### src/rtl/pillar_scroller_if.sv
// Pillar/gap bus between the scroller and its consumers (collision detection, scoreboard).
// The slave side is the scroller itself; the master side drives tick, fail, restart and random input.
interface pillar_scroller_if;
    logic       game_reset;
    logic       enable;
    logic       fail;
    logic [3:0] rand_in;
    logic [7:0] pillar_1_x;
    logic [7:0] pillar_2_x;
    logic [7:0] pillar_3_x;
    logic [6:0] gap_1_y;
    logic [6:0] gap_2_y;
    logic [6:0] gap_3_y;
    logic       pass_pulse;
    logic       running;

    modport master (
        output game_reset, enable, fail, rand_in,
        input  pillar_1_x, pillar_2_x, pillar_3_x,
        input  gap_1_y, gap_2_y, gap_3_y,
        input  pass_pulse, running
    );

    modport slave (
        input  game_reset, enable, fail, rand_in,
        output pillar_1_x, pillar_2_x, pillar_3_x,
        output gap_1_y, gap_2_y, gap_3_y,
        output pass_pulse, running
    );
endinterface

### src/rtl/pillar_scroller.sv
// Three round-robin scrolling pillars with random gaps, frozen by fail until restart.
// Optional macro SPEEDUP_EN: step grows 1->2->3 px per tick after every 8 launches.
module pillar_scroller #(
    parameter logic [7:0] SPAWN_X  = 8'd191,
    parameter logic [7:0] SPACING  = 8'd64,
    parameter logic [6:0] GAP_MIN  = 7'd8,
    parameter logic [6:0] GAP_STEP = 7'd4,
    parameter logic [7:0] BIRD_X   = 8'd14
) (
    input  logic             clk,
    input  logic             reset_n,
    pillar_scroller_if.slave ps
);
    localparam logic [7:0] LAUNCH_MAX = SPAWN_X - SPACING;
    localparam logic [1:0] IDX_NONE   = 2'd3;

    typedef enum logic [1:0] {S_IDLE, S_RUN, S_FROZEN} state_t;

    state_t     r_state;
    logic [7:0] r_x   [3];
    logic [6:0] r_gap [3];
    logic [1:0] r_next;
    logic [1:0] r_last;
    logic       r_pass;
    logic       r_running;

    logic [1:0] w_step;
`ifdef SPEEDUP_EN
    logic [2:0] r_launch_cnt;
    logic [1:0] r_step;
    assign w_step = r_step;
`else
    assign w_step = 2'd1;
`endif

    logic       w_tick;
    logic       w_launch;
    logic       w_last_clear;
    logic [7:0] w_next_x;
    logic [7:0] w_last_x;
    logic [6:0] w_gap_new;
    logic [7:0] w_x_next [3];
    logic [2:0] w_cross;

    assign w_tick    = ps.enable && !ps.fail && (r_state != S_FROZEN);
    assign w_gap_new = GAP_MIN + 7'(ps.rand_in) * GAP_STEP;

    always_comb begin
        w_next_x = 8'd0;
        w_last_x = 8'd0;
        for (int i = 0; i < 3; i++) begin
            if (r_next == 2'(i)) w_next_x = r_x[i];
            if (r_last == 2'(i)) w_last_x = r_x[i];
        end
        w_last_clear = (r_last == IDX_NONE) || (w_last_x <= LAUNCH_MAX) || (w_last_x == 8'd0);
        w_launch     = (w_next_x == 8'd0) && w_last_clear;
        // Launched pillar holds SPAWN_X this tick; others step down saturating at 0
        for (int i = 0; i < 3; i++) begin
            if (w_launch && r_next == 2'(i))
                w_x_next[i] = SPAWN_X;
            else if (r_x[i] <= {6'd0, w_step})
                w_x_next[i] = 8'd0;
            else
                w_x_next[i] = r_x[i] - {6'd0, w_step};
            w_cross[i] = (r_x[i] > BIRD_X) && (w_x_next[i] <= BIRD_X);
        end
    end

    always_ff @(posedge clk) begin
        if (!reset_n || !ps.game_reset) begin
            r_state   <= S_IDLE;
            r_next    <= 2'd0;
            r_last    <= IDX_NONE;
            r_pass    <= 1'b0;
            r_running <= 1'b0;
            for (int i = 0; i < 3; i++) begin
                r_x[i]   <= 8'd0;
                r_gap[i] <= GAP_MIN;
            end
`ifdef SPEEDUP_EN
            r_launch_cnt <= 3'd0;
            r_step       <= 2'd1;
`endif
        end else begin
            r_pass <= 1'b0;
            case (r_state)
                S_IDLE: begin
                    if (ps.enable && !ps.fail) begin
                        r_state   <= S_RUN;
                        r_running <= 1'b1;
                    end
                end
                S_RUN: begin
                    if (ps.fail) begin
                        r_state   <= S_FROZEN;
                        r_running <= 1'b0;
                    end
                end
                default: ;
            endcase

            if (w_tick) begin
                r_pass <= |w_cross;
                for (int i = 0; i < 3; i++) begin
                    r_x[i] <= w_x_next[i];
                    if (w_launch && r_next == 2'(i)) r_gap[i] <= w_gap_new;
                end
                if (w_launch) begin
                    r_last <= r_next;
                    r_next <= (r_next == 2'd2) ? 2'd0 : r_next + 2'd1;
`ifdef SPEEDUP_EN
                    // Step rises each time the 3-bit counter wraps, capped at 3
                    r_launch_cnt <= r_launch_cnt + 3'd1;
                    if (r_launch_cnt == 3'd7 && r_step != 2'd3) r_step <= r_step + 2'd1;
`endif
                end
            end
        end
    end

    assign ps.pillar_1_x = r_x[0];
    assign ps.pillar_2_x = r_x[1];
    assign ps.pillar_3_x = r_x[2];
    assign ps.gap_1_y    = r_gap[0];
    assign ps.gap_2_y    = r_gap[1];
    assign ps.gap_3_y    = r_gap[2];
    assign ps.pass_pulse = r_pass;
    assign ps.running    = r_running;
endmodule

### src/flat_wrapper.sv
// flat-port wrapper written by rule: the top's interface ports become plain ports
module pillar_scroller_flat 
#(
    parameter logic [7:0] SPAWN_X  = 8'd191,
    parameter logic [7:0] SPACING  = 8'd64,
    parameter logic [6:0] GAP_MIN  = 7'd8,
    parameter logic [6:0] GAP_STEP = 7'd4,
    parameter logic [7:0] BIRD_X   = 8'd14
)
  (clk, reset_n, ps_game_reset, ps_enable, ps_fail, ps_rand_in, ps_pillar_1_x, ps_pillar_2_x, ps_pillar_3_x, ps_gap_1_y, ps_gap_2_y, ps_gap_3_y, ps_pass_pulse, ps_running);
  pillar_scroller_if ps_i ();
  input  logic clk;
  input  logic reset_n;
  input wire logic [$bits(ps_i.game_reset)-1:0] ps_game_reset;
  input wire logic [$bits(ps_i.enable)-1:0] ps_enable;
  input wire logic [$bits(ps_i.fail)-1:0] ps_fail;
  input wire logic [$bits(ps_i.rand_in)-1:0] ps_rand_in;
  output wire logic [$bits(ps_i.pillar_1_x)-1:0] ps_pillar_1_x;
  output wire logic [$bits(ps_i.pillar_2_x)-1:0] ps_pillar_2_x;
  output wire logic [$bits(ps_i.pillar_3_x)-1:0] ps_pillar_3_x;
  output wire logic [$bits(ps_i.gap_1_y)-1:0] ps_gap_1_y;
  output wire logic [$bits(ps_i.gap_2_y)-1:0] ps_gap_2_y;
  output wire logic [$bits(ps_i.gap_3_y)-1:0] ps_gap_3_y;
  output wire logic [$bits(ps_i.pass_pulse)-1:0] ps_pass_pulse;
  output wire logic [$bits(ps_i.running)-1:0] ps_running;
  assign ps_i.game_reset = ps_game_reset;
  assign ps_i.enable = ps_enable;
  assign ps_i.fail = ps_fail;
  assign ps_i.rand_in = ps_rand_in;
  assign ps_pillar_1_x = ps_i.pillar_1_x;
  assign ps_pillar_2_x = ps_i.pillar_2_x;
  assign ps_pillar_3_x = ps_i.pillar_3_x;
  assign ps_gap_1_y = ps_i.gap_1_y;
  assign ps_gap_2_y = ps_i.gap_2_y;
  assign ps_gap_3_y = ps_i.gap_3_y;
  assign ps_pass_pulse = ps_i.pass_pulse;
  assign ps_running = ps_i.running;
  pillar_scroller #(.SPAWN_X(SPAWN_X), .SPACING(SPACING), .GAP_MIN(GAP_MIN), .GAP_STEP(GAP_STEP), .BIRD_X(BIRD_X)) u_core (.clk(clk), .reset_n(reset_n), .ps(ps_i));
endmodule
### config.mk
export PLATFORM = sky130hd
export DESIGN_NAME = pillar_scroller_flat
export DESIGN_NICKNAME = d
export VERILOG_FILES = /design/src/rtl/pillar_scroller_if.sv /design/src/rtl/pillar_scroller.sv /design/src/flat_wrapper.sv
export SDC_FILE = /design/constraint.sdc
export NUM_CORES = 1
export LEC_CHECK = 0
export ABC_AREA = 1
export CORE_MARGIN = 2
export CORE_UTILIZATION = 42
export DETAILED_ROUTE_END_ITERATION = 10
export PLACE_DENSITY = 0.7
export SYNTH_ARGS = -nofsm -noshare
export SYNTH_HDL_FRONTEND = slang
export SYNTH_SLANG_ARGS = --single-unit
### constraint.sdc
create_clock -name clk -period 1.8 [get_ports clk]
set_input_delay 0.36 -clock clk [delete_from_list [all_inputs] [get_ports clk]]
set_output_delay 0.36 -clock clk [all_outputs]
set_load 0.03 [all_outputs]
# Word-level counts from Yosys, hierarchy flattened
# Memories as Yosys holds them, arrays and structs flattened.
# Cells that the tools add are included.
# totals
register_bits,8
ram_bits,45
in_bits,9
out_inout_bits,47
elab_cells,105
n_memories,2
# memory_table
name,depth,word_bits,rd,rd_ports_with_merged_regs,write_ports,line,text
u_core.r_x,3,8,3,0,3,pillar_scroller.sv:20,logic [7:0] r_x [3];
u_core.r_gap,3,7,3,0,3,pillar_scroller.sv:21,logic [6:0] r_gap [3];
# classes
n_addsub,5
n_lt_le_gt_ge,10
n_eq_ne,9
mux,42
bitwise,7
n_reduce_logical,25
# op_table
operator,count
$mux 8,15
$gt 8x4->1 const B,3
$le 8x1->1 const B,3
$le 8x4->1 const B,3
$sub 8x1->8 const B,3
$mux 7,3
$mux 1,19
$logic_not 8->1,2
$logic_and 1x1->1,9
$le 8x7->1 const B,1
$add 4x6->7 const A,1
$eq 2x1->1 const B,3
$eq 2x2->1 const B,3
$logic_not 2->1,3
$mux 2,3
$or 1x1->1,6
$ne 2x2->1 const B,2
$pmux 2 s2,1
$logic_not 1->1,3
$logic_or 1x1->1,3
$reduce_and 3->1,1
$reduce_or 3->1,1
$add 2x1->2 const B,1
$ne 2x1->1 const B,1
other kinds (5),5

# Depth between registers and ports, before layout
# logic_depth
word_depth,14
ltp_mapped,13
ltp_nobuf,13

# Least setup slack after synthesis
# OpenSTA, ideal clock, no wires.
# synth_timing
kind,register -> register
from,"mem u_core.r_x[2][5], in the netlist u_core.r_x[0][21]"
to,"mem u_core.r_gap[2][2], in the netlist u_core.r_gap[0][16], enable pin"
setup_time_ns,0.374
t_arrival_ns,1.688
t_required_ns,1.426
slack_ns,-0.262
path_stages_with_launch,7
n_path_buf,1
cell_sequence,edfxtp_1 > nor2_4 > nand2_1 > nor2_2 > nand4_1 > buf_2 > o21ai_0
# synth_rtl
element,line
"start, declared",pillar_scroller.sv:20
"end, declared",pillar_scroller.sv:21

==> results.toml <==
[power]
power_density_mw_per_mm2 = 698.1
total_power_uw = 2790
p_leak_uw = 0.001833
ir_worst_vdd_v = 0.0003900

[synthesis]
yosysUniqueCellTypes = 37
async_flop_share_pct = 0
synth-edff-count = 39
netlist.area_leader.share_pct = 42.18
synth-main-ff-cell = "edfxtp_1"
syn_avg_cell_area_um2 = 8.676
synth_top_cell_by_area = "edfxtp_1"
synth_area_leaders = "edfxtp_1 (42%), nand2_1 (9.1%), inv_1 (5.3%)"
ys_seq_area_share_pct = 47.23
synth-seq-cells = 46
netlist_area_mm2 = 0.002776
ys_warn_count = 0
synthCells = 320

[global_route]
grt_pass1_wl_um = 9687
grt_max_degree = 17
antenna_found_initial = 0
grt_pass1_vias = 2226
track_usage_pct = 16.51
grt_overflow_total = 0

[hold_path]
hold_class = "flop to flop"
hold_start = "u_core.r_state[1]"
min_to = "u_core.r_state[1]"
hold_path_depth = 2

[setup_path]
cp-end-kind = "output pin"
crit_cells = 1
regToRegStartpoint = "u_core.r_x[0][0]"
arrival_ns = 1.38
crit_family = "buffers and inverters"
cp_slowest_stage_delay_ns = 0.69
cp.required_ns = 1.44
reg2reg_depth = 11
reg2reg_slack_ns = 0.07
cp_slowest_cell = "clkdlybuf4s50_1"
critPathLaunchType = "flop"
path_cells = "clkdlybuf4s50_1"
cp_num_buf_inv = 1
critPathKind = "flop to output pin"
timing.rr.end = "u_core.ps.pass_pulse"
cp_max_fo = 3

[timing]
whs_ns = 0.4857
fmax_ghz = 0.5753
final-hold-violation-count = 0
post-route-period-util_pct = 96.57
setup_viol = 0
period_needed_ns = 1.738
fin_skew_ns = 0.007929
drv_slew = 0
rsz0062_at_grt = "yes"

[floorplan]
die_h_um = 85.31
die_w_um = 85.31
num_rows = 29
core_area_mm2 = 0.006386
ioPinCount = 56
initial_core_util_pct = 43.48
fp.dieArea_mm2 = 0.007277

[route]
drt-initial-drc-count = 124
vias = 2471
first_pass_iters = 4
wirelength_um = 6154
wire_per_inst_um = 12.23
ant_nets = 0
drc = 0
drt-vias-per-instance = 4.913

[final_layout]
final_util_pct = 62.58
drive_gt1_share_pct = 31.46
multi_input_comb_area_mm2 = 0.001418
layout_common_cells = "nand2_1 (60), buf_4 (46), edfxtp_1 (39), inv_1 (31), a21oi_1 (27)"
areaGrowthSynthToFinish_pct = 43.94
seq_area_mm2 = 0.001311
final_common_cell = "nand2_1"
n_antenna_cell = 0
fin_nets = 444
nFillCells = 551
final_cells = 503

[placed_design]
portBuffers = 49
dpl.cell_count = 477
globalplace.congestion = 0.8861
dp_hpwl_um = 4679

[clock_network]
clk_pin_slew_ns = 0.09
tritoncts = "done"
cts_hold_buffers = 0
h-tree-depth = 2
cts_buffers = 5
cts-root-buf = "clkbuf_8"
clock_path_buffers = 2
clock_latency_ns = 0.30
clock_sinks = 46

[status]
status = "completed"

[flow_run]
drv_cap = 0
==> power by group <==
| part | internal (µW) | total, µW | switching [µW] |
|---|---|---|---|
| Combinational | 367 | 901 | 534 |
| Clock | 280 | 634 | 354 |
| Sequential | 1210 | 1250 | 47.9 |
| Total | 1850 | 2790 | 936 |
==> worst min-delay path, cell delays in order (launching register included) <==
cell	delay, ns
dfxtp_1	0.30
inv_1	0.07
a21oi_1	0.07
==> registers in the layout, indices dropped and copies added (netlist names) <==
name,flops
u_core.r_last,2
u_core.r_next,2
u_core.r_x,24
u_core.r_state,2
u_core.r_gap,15
u_core.ps.pass_pulse,1
==> final cells by class <==
class | instances | area share [%]
Sequential cell | 46 | 32.81
Inverter | 43 | 4.101
Timing Repair Buffer | 101 | 22.86
Multi-Input combinational cell | 228 | 35.47
Clock inverter | 3 | 0.6262
Clock buffer | 5 | 1.722
Tap cell | 77 | 2.411
==> through the flow <==
step	setup TNS, ns	worst slack (ns)	cell area (µm²)
floorplan	-0.2577	-0.02972	2845
global placement	-1.474	-0.06240	3681
detailed placement	-3.217	-0.1002	3681
CTS	0	0.001853	3756
global route	-0.3627	-0.04516	3996
finish	0	0.06174	3996
==> layer usage <==
| metal | routed length [µm] | global-route usage (%) |
|---|---|---|
| met2 | 3110 | 28.62 |
| met5 | 0 | 0 |
| met3 | 262 | 3.307 |
| met1 | 2674 | 20.48 |
| met4 | 106 | 5.628 |
==> how the worst max path moves through the flow <==
stage                            startpoint                   end
after CTS                 u_core.r_x[0][11]      ps_pillar_2_x[3]
after global placement              ps_fail   u_core.r_gap[0][20]
after global routing       u_core.r_x[0][8]  u_core.ps.pass_pulse
final                     u_core.r_x[0][14]      ps_pillar_2_x[6]
after floorplan            u_core.r_x[0][2]    u_core.r_gap[0][2]
after detailed placement            ps_fail   u_core.r_gap[0][20]
==> what timing repair did <==
item                       4_1_cts  5_1_grt
setup buffers                    1       15
pin swaps                        0       12
gates cloned                     0        2
resized for setup               21       35
setup endpoints to repair       22       29
==> synthesized netlist by cell type, types with 2 or more instances <==
master,n
nand2_2,3
or2_2,3
nor2_2,8
nand4_1,4
nor2_4,10
buf_4,6
inv_1,39
o211ai_1,3
ha_1,10
nand2_4,2
buf_2,3
nor2_1,28
xor2_1,2
nand2_1,67
o21ai_0,11
a21oi_1,28
o21ai_2,3
dfxtp_1,7
o21ai_1,2
inv_2,3
edfxtp_1,39
nand3_1,24
==> cell families after synthesis <==
family	synth area share, %
other cells	0.1351
simple gates	27.90
buf+inv	8.382
fa+ha+maj	4.507
flops	47.23
compound gates	10.91
xor+xnor	0.9465
Note: power is estimated with default switching activity, not from simulation.
